### config.mk
export PLATFORM = sky130hd
export DESIGN_NAME = fmulby3
export DESIGN_NICKNAME = d
export VERILOG_FILES = /design/src/rtl/fmulby3_pkg.sv /design/src/rtl/mod3_prescaler.sv /design/src/rtl/fmulby3.sv
export SDC_FILE = /design/constraint.sdc
export NUM_CORES = 1
export LEC_CHECK = 0
export CAP_MARGIN = 20
export CORE_MARGIN = 4
export CORE_UTILIZATION = 60
export CTS_CLUSTER_SIZE = 8
export DETAILED_ROUTE_END_ITERATION = 10
export PLACE_DENSITY = 0.86
export SYNTH_ARGS = -nofsm -noshare
export SYNTH_HDL_FRONTEND = slang
export SYNTH_SLANG_ARGS = --single-unit
export TNS_END_PERCENT = 10
### constraint.sdc
create_clock -name i_clk -period 6.2 [get_ports i_clk]
set_input_delay 0.62 -clock i_clk [delete_from_list [all_inputs] [get_ports i_clk]]
set_output_delay 0.62 -clock i_clk [all_outputs]
set_load 0.01 [all_outputs]
### src/rtl/fmulby3_pkg.sv
// Shared types and constants for the fmulby3 clock-enable frequency multiplier.
package fmulby3_pkg;

    localparam int unsigned StateW = 2;

    typedef enum logic [StateW-1:0] {
        StIdle,
        StMeasure,
        StRun
    } state_e;

    // The prescaler reports a wrap while sitting in this state (2 -> 0 transition).
    localparam int unsigned PrescWrap   = 2;
    localparam int unsigned PrescStates = PrescWrap + 1;

endpackage

### src/rtl/mod3_prescaler.sv
// One-hot modulo-3 prescaler: o_wrap is high in the cycle whose rising edge moves the
// count from 2 back to 0. i_restart forces the count to 0 on the next edge.
module mod3_prescaler
    import fmulby3_pkg::*;
(
    input  logic i_clk,
    input  logic i_rst,
    input  logic i_restart,
    output logic o_wrap
);

    logic [PrescStates-1:0] r_oh;

    always_ff @(posedge i_clk) begin
        if (i_rst || i_restart) begin
            r_oh <= PrescStates'(1);
        end else begin
            r_oh <= {r_oh[PrescStates-2:0], r_oh[PrescStates-1]};
        end
    end

    assign o_wrap = r_oh[PrescWrap];

endmodule

### src/rtl/fmulby3.sv
// Clock-enable frequency multiplier by 3: measures the tick_in spacing and emits three
// evenly spaced one-cycle pulses per input period. FMULBY3_PERIOD_EN adds o_interval.
module fmulby3
    import fmulby3_pkg::*;
#(
    parameter int unsigned W = 16
) (
    input  logic         i_clk,
    input  logic         i_rst,
    input  logic         i_clr,
    input  logic         i_tick_in,
    output logic         o_tick_out,
    output logic         o_locked
`ifdef FMULBY3_PERIOD_EN
    ,
    output logic [W-1:0] o_interval
`endif
);

    localparam int unsigned PW = W + 1;
    localparam logic [W-1:0] QMax = '1;

    state_e        r_state;
    state_e        w_state_d;
    logic [W-1:0]  r_q;
    logic [W-1:0]  r_i;
    logic          r_ovf;
    logic [PW-1:0] r_phase;
    logic [PW-1:0] r_target;
    logic [1:0]    r_left;
    logic          r_tick_out;

    logic          w_clear;
    logic          w_tick;
    logic          w_wrap;
    logic          w_ovf_now;
    logic          w_ovf_any;
    logic [W-1:0]  w_q_next;
    logic          w_i_zero;
    logic [PW-1:0] w_phase_inc;
    logic [PW-1:0] w_phase_d;
    logic [PW-1:0] w_target_d;
    logic [1:0]    w_left_d;
    logic          w_fire;

    // clr shares the reset effect and also swallows a coincident tick.
    assign w_clear = i_rst | i_clr;
    assign w_tick  = i_tick_in & ~w_clear;

    mod3_prescaler u_presc (
        .i_clk     (i_clk),
        .i_rst     (i_rst),
        .i_restart (i_clr | i_tick_in),
        .o_wrap    (w_wrap)
    );

    // q + wrap is floor(P/3) when sampled on the tick edge; it saturates at QMax.
    assign w_ovf_now = w_wrap & (r_q == QMax);
    assign w_q_next  = w_ovf_now ? r_q : r_q + W'(w_wrap);
    assign w_ovf_any = r_ovf | w_ovf_now;
    assign w_i_zero  = (w_q_next == '0);

    always_comb begin
        w_state_d = r_state;
        if (w_tick) begin
            case (r_state)
                StIdle:            w_state_d = StMeasure;
                StMeasure, StRun:  w_state_d = (w_ovf_any || w_i_zero) ? StMeasure : StRun;
                default:           w_state_d = StIdle;
            endcase
        end else if (w_ovf_now && (r_state == StRun)) begin
            w_state_d = StMeasure;
        end
    end

    assign w_phase_inc = r_phase + PW'(1);

    // Pulse at phase 0 (the tick edge), then when the phase reaches I and 2I.
    always_comb begin
        w_phase_d  = r_phase;
        w_target_d = r_target;
        w_left_d   = r_left;
        w_fire     = 1'b0;
        if (w_tick) begin
            w_phase_d  = '0;
            w_target_d = {1'b0, w_q_next};
            w_fire     = (w_state_d == StRun);
            w_left_d   = w_fire ? 2'd2 : 2'd0;
        end else if (w_state_d != StRun) begin
            w_left_d = 2'd0;
        end else if (r_left != 2'd0) begin
            w_phase_d = w_phase_inc;
            if (w_phase_inc == r_target) begin
                w_fire     = 1'b1;
                w_target_d = r_target + {1'b0, r_i};
                w_left_d   = r_left - 2'd1;
            end
        end
    end

    always_ff @(posedge i_clk) begin
        if (w_clear) begin
            r_state    <= StIdle;
            r_q        <= '0;
            r_i        <= '0;
            r_ovf      <= 1'b0;
            r_phase    <= '0;
            r_target   <= '0;
            r_left     <= 2'd0;
            r_tick_out <= 1'b0;
        end else begin
            r_state    <= w_state_d;
            r_phase    <= w_phase_d;
            r_target   <= w_target_d;
            r_left     <= w_left_d;
            r_tick_out <= w_fire;
            if (w_tick) begin
                r_q   <= '0;
                r_i   <= w_q_next;
                r_ovf <= 1'b0;
            end else begin
                r_q   <= w_q_next;
                r_ovf <= w_ovf_any;
            end
        end
    end

    assign o_tick_out = r_tick_out;
    assign o_locked   = (r_state == StRun);

`ifdef FMULBY3_PERIOD_EN
    assign o_interval = r_i;
`endif

endmodule

# After elaboration in Yosys (flattened, before gate mapping)
# Index checks and enable logic that the tools add are counted.
# Widths: inputs -> output; s select.
# word_totals
regBits	75
word_cells	62
input_bits	4
output_inout_bits	2
# op_classes
eq_ne	7
mux	18
addsub	4
bitwise	7
n_reduce_logical	16
# op_table
op	n
$mux 16	5
$add 17x1->17 const B	1
$add 17x16->17	1
$eq 17x17->1	1
$add 16x1->16	1
$eq 16x16->1 const B	1
$logic_not 16->1	1
$mux 2	8
$reduce_and 3->1	2
$reduce_bool 2->1	3
$reduce_bool 3->1	2
$eq 2x2->1 const B	2
$mux 1	4
$ne 2x2->1 const B	2
$pmux 2 s2	1
$reduce_and 2->1	2
$reduce_or 2->1	2
$or 1x1->1	3
$and 1x1->1	2
$eq 2x1->1 const B	1
$logic_not 2->1	1
$logic_or 1x1->1	2
$not 1->1	2
$sub 2x1->2 const B	1
$logic_and 1x1->1	1

# Logic depth before layout (Yosys ltp)
# logic_depth
ltp_word	11
mapped_depth	14
depth_no_buf	12

# Modules after synthesis
# A second synthesis with hierarchy kept.
# hier_totals
hier_cells	558
hier_area_um2	4699.5
# modules_own_cells
module	area_each_um2	instances	seq_area_each_um2	cells_each
fmulby3	4618.2	1	1441.4	552
mod3_prescaler	81.3	1	60.1	6

# Worst setup path before layout
# Ideal clock, no wire load.
# synth_path
path_kind	reg2reg
startpoint	reg u_presc.r_oh[2]
endpoint	reg r_phase[6]
n_path_buf	2
t_arrival_ns	3.019
path_stages_with_launch	14
path_slack_ns	3.110
required_time_ns	6.130
cell_sequence	dfxtp_1 -> ha_1 -> ha_1 -> and3_1 -> buf_2 -> nand2_2 -> or3b_2 -> nand4_1 -> nor4_1 -> a2111o_1 -> a21o_1 -> buf_6 -> or4_1 -> a21oi_1
# synth_between
elab_chain_len	10
elab_cells_between_ends	14
cone_classes	add/sub (1); eq/ne (1); mux (5); bitwise (3); reduce/logical (4)
# synth_rtl
element	line_no	rtl
start: declaration	mod3_prescaler.sv:12	logic [PrescStates-1:0] r_oh;
start signal: assignment	mod3_prescaler.sv:16	r_oh <= PrescStates'(1);
start signal: assignment	mod3_prescaler.sv:18	r_oh <= {r_oh[PrescStates-2:0], r_oh[PrescStates-1]};
$add 16x1->16 / $and 1x1->1 (equally long branches)	fmulby3.sv:59, fmulby3.sv:58	
$mux 16	fmulby3.sv:59	assign w_q_next = w_ovf_now ? r_q : r_q + W'(w_wrap);
$logic_not 16->1	fmulby3.sv:61	assign w_i_zero = (w_q_next == '0);
$logic_or 1x1->1	fmulby3.sv:68	StMeasure, StRun: w_state_d = (w_ovf_any || w_i_zero) ? StMeasure : StRun;
$mux 2	fmulby3.sv:68	
$pmux 2 s2	fmulby3.sv:66	case (r_state)
$mux 2 (*)	fmulby3.sv:65	if (w_tick) begin
$ne 2x2->1 (*)	fmulby3.sv:89	end else if (w_state_d != StRun) begin
$not 1->1 (no source line) (*)	-	
$reduce_and 2->1 (no source line) (*)	-	
end signal: assignment	fmulby3.sv:113	r_phase <= w_phase_d;
end: declaration	fmulby3.sv:28	logic [PW-1:0] r_phase;
# Mark *: on every way between the ends. The rest lies on a longest branch, timed or not.
# A chain may end at the register's enable or synchronous reset.

# Final worst setup path
# layout_path
startpoint	reg u_presc.r_oh[2]
endpoint	reg r_phase[9]
# Same word-level chain as after synthesis.

==> flow_summary.json <==
{
  "synth.cell_area_um2": 4640,
  "rsz0062_at_grt": "no",
  "internal_power_mw": 0.750,
  "powerDensity_nw_per_um2": 196,
  "maxCapViolCount": 0,
  "clockPowerShare_pct": 44.4,
  "path_clk_slew_ns": 0.08,
  "max_freq_mhz": 255,
  "synth_edf_count": 0,
  "clock_skew_ns": 0.0142,
  "max_stage_delay_ns": 0.83,
  "setup_violations": 0,
  "io_buffers": 5,
  "clk_path_buf_depth": 2,
  "async_flop_share_pct": 0,
  "htreeDepth": 3,
  "critPathKind": "reg -> reg",
  "yosysWarnings": 0,
  "cp.required_ns": 6.48,
  "worstPathCellList": "ha_1 -> ha_1 -> and3_1 -> nand2_2 -> or3b_2 -> nand4_1 -> nor4_1 -> a2111o_1 -> a211oi_2 -> or4b_1 -> a21oi_1",
  "yosysMostFrequentCell": "dfxtp_1",
  "synth_ff_type": "dfxtp_1",
  "hold_end": "u_presc.r_oh[1]",
  "postRouteAntennaNets": 0,
  "final_nets": 576,
  "cpMostUsedCell": "ha_1",
  "fin_crit_sh_pct": 63.2,
  "hold_viol_final": 0,
  "place_hpwl_mm": 8.00,
  "routed_wl_mm": 10.9,
  "synthTopCellsByCount": "75 x dfxtp_1, 56 x nor2_1, 43 x a21oi_1, 42 x nand2_1, 32 x xnor2_1",
  "switching_share_pct": 22.0,
  "final.setup.tns_ns": 0,
  "initial_utilization_pct": 63.0,
  "ff2ff_path_depth": 11,
  "synth-seq-cells": 75,
  "grt_pass1_vias": 3767,
  "min_period_ns": 3.92,
  "layout-drive-gt1-share_pct": 7.23,
  "relSlewSlack_pct": 37.3,
  "p_sw_mw": 0.212,
  "endpoint_kind": "flip-flop",
  "crit_slowest_cell": "a211oi_2",
  "hold_class": "reg -> reg",
  "worst_pin_slew_ns": 0.938,
  "routedWlPerCell_um": 16.8,
  "gp_congestion": 0.904,
  "whs_path_depth": 1,
  "overflow": 0,
  "placed_cell_area_um2": 4690,
  "r2r_end": "r_phase[9]",
  "arrival_ns": 4.20,
  "firstDrtPassIters": 6,
  "synth_seq_area_share_pct": 32.3,
  "yosysTopAreaCellShare_pct": 32.3,
  "leakage_nw": 1.88,
  "post-route-drc-count": 0,
  "yosys.area.top_type": "dfxtp_1",
  "startpoint_type": "flip-flop",
  "vdd_drop_max_mv": 0.114,
  "vias": 4140,
  "postSynthAreaPerCell_um2": 8.32,
  "cts_setup_buffers": 0,
  "fin_area_um2": 4920,
  "critPathBufInv": 0,
  "die_w_um": 96.0,
  "cts_hold_buf": 0,
  "core_um2": 7370,
  "pwr-share-comb_pct": 4.7,
  "cts_sinks": 75,
  "synth.net_count": 586,
  "outcome": "finished, final reports clean",
  "crit_fanout": 13,
  "utilization_pct": 66.8,
  "cts_buffers": 9,
  "grt_antenna_before_repair": 0,
  "synthCells": 558,
  "root_buffer": "clkbuf_8",
  "crit_family": "simple AND/OR/NAND/NOR gates",
  "drt-initial-drc-count": 336,
  "synth_cell_type_count": 62,
  "seqPwrFrac_pct": 50.9,
  "grt.total_usage_pct": 25.1,
  "cts_resized": 0,
  "ios": 6,
  "worstHoldStart": "u_presc.r_oh[0]",
  "grt_pass1_wl_mm": 18.0,
  "die_h_um": 96.0,
  "reg2reg_setup_slack_ns": 2.28,
  "areaGrowthSynthToFinish_pct": 5.95,
  "diodes": 0,
  "r2r-start": "u_presc.r_oh[2]",
  "die_area_um2": 9210,
  "vias_per_cell": 6.35,
  "cts_tree": "done",
  "grt_max_degree": 25,
  "rows": 31,
  "nFillCells": 587,
  "clock_latency_ns": 0.35,
  "synthTopCellsByArea": "dfxtp_1 32%, ha_1 6.2%, xnor2_1 6.0%",
  "drv_slew": 0
}
==> placed cells by master, fill, tap and decap left out, drive strengths merged, types with 3 or more instances in the layout <==
| cell | count |
|---|---|
| nand2 | 45 |
| a31oi | 11 |
| nor2b | 3 |
| dfxtp | 75 |
| ha | 23 |
| clkbuf | 12 |
| or3 | 6 |
| a21oi | 43 |
| o31ai | 11 |
| a21o | 7 |
| o21ai | 21 |
| nand3b | 3 |
| clkdlybuf4s50 | 5 |
| a31o | 4 |
| mux2i | 12 |
| nor2 | 56 |
| a21boi | 6 |
| xnor2 | 32 |
| o211ai | 6 |
| nand2b | 3 |
| o21bai | 3 |
| nor4 | 5 |
| o21a | 5 |
| nand3 | 16 |
| nand4 | 11 |
| o211a | 6 |
| nor3 | 14 |
| inv | 17 |
| and3 | 10 |
| and4 | 5 |
| and2 | 11 |
| buf | 3 |
| o41ai | 3 |
| or2 | 5 |
| a211oi | 9 |
| or4 | 7 |
| xor2 | 13 |
==> registers in the layout, summed over array words and instances, names as in the netlist <==
| name | cells |
|---|---|
| r_target | 17 |
| o_tick_out | 1 |
| r_left | 2 |
| r_state | 2 |
| u_presc.r_oh | 3 |
| r_ovf | 1 |
| r_phase | 17 |
| r_q | 16 |
| r_i | 16 |
==> per-layer routing <==
| layer | vias up | global-route usage (%) | routed length (µm) |
|---|---|---|---|
| met1 | 1948 | 33.8 | 5010 |
| met3 | 30 | 4.77 | 596 |
| met5 | - | 0 | 0 |
| li1 | 2021 | - | - |
| met2 | 141 | 39.0 | 4970 |
| met4 | 0 | 10.7 | 351 |
==> power by group through the flow <==
stage	Sequential (mW)	Combinational, mW	Clock [mW]
detailed placement	0.501	0.0442	0
finish	0.490	0.0451	0.427
floorplan	0.499	0.0344	0
global route	0.490	0.0497	0.455
CTS	0.490	0.0447	0.433
global placement	0.501	0.0431	0
==> area by class of cell <==
type	count	area (µm²)	share of cell area, %
well taps	99	124	2.52
repair buffers	8	72.6	1.47
flip-flops and latches	75	1500	30.5
multi-input cells	437	2930	59.6
clock buffers	12	155	3.15
inverters	17	63.8	1.30
clock inverters	4	72.6	1.47
==> per-stage QoR <==
stage                     power (mW)  instances  setup WS, ns  hold slack, ns
final                          0.962        652          2.28           0.455
after global placement         0.544        636          2.20           0.441
after global routing           0.995        652          2.04           0.459
after floorplan                0.534        558          3.11           0.432
after detailed placement       0.545        636          2.11           0.452
after CTS                      0.967        652          2.34           0.457
==> cells by family after synthesis <==
logic type	synth area share, %
XOR/XNOR	8.49
AND/OR/NAND/NOR	23.4
flip-flops	32.3
AO/OA/AOI/OAI	22.1
buffers and inverters	4.55
adder cells (fa/ha/maj)	6.63
multiplexers	2.59
==> worst max-delay path by stage <==
stage,from,to,depth (start not counted)
2_1_floorplan,u_presc.r_oh[2],r_phase[6],13
3_3_place_gp,i_tick_in,r_phase[9],9
3_5_place_dp,i_tick_in,r_phase[9],9
4_1_cts,u_presc.r_oh[2],r_phase[9],11
5_1_grt,r_q[15],r_phase[9],9
6_report,u_presc.r_oh[2],r_phase[9],11
Power figures use the tool's default switching activity.
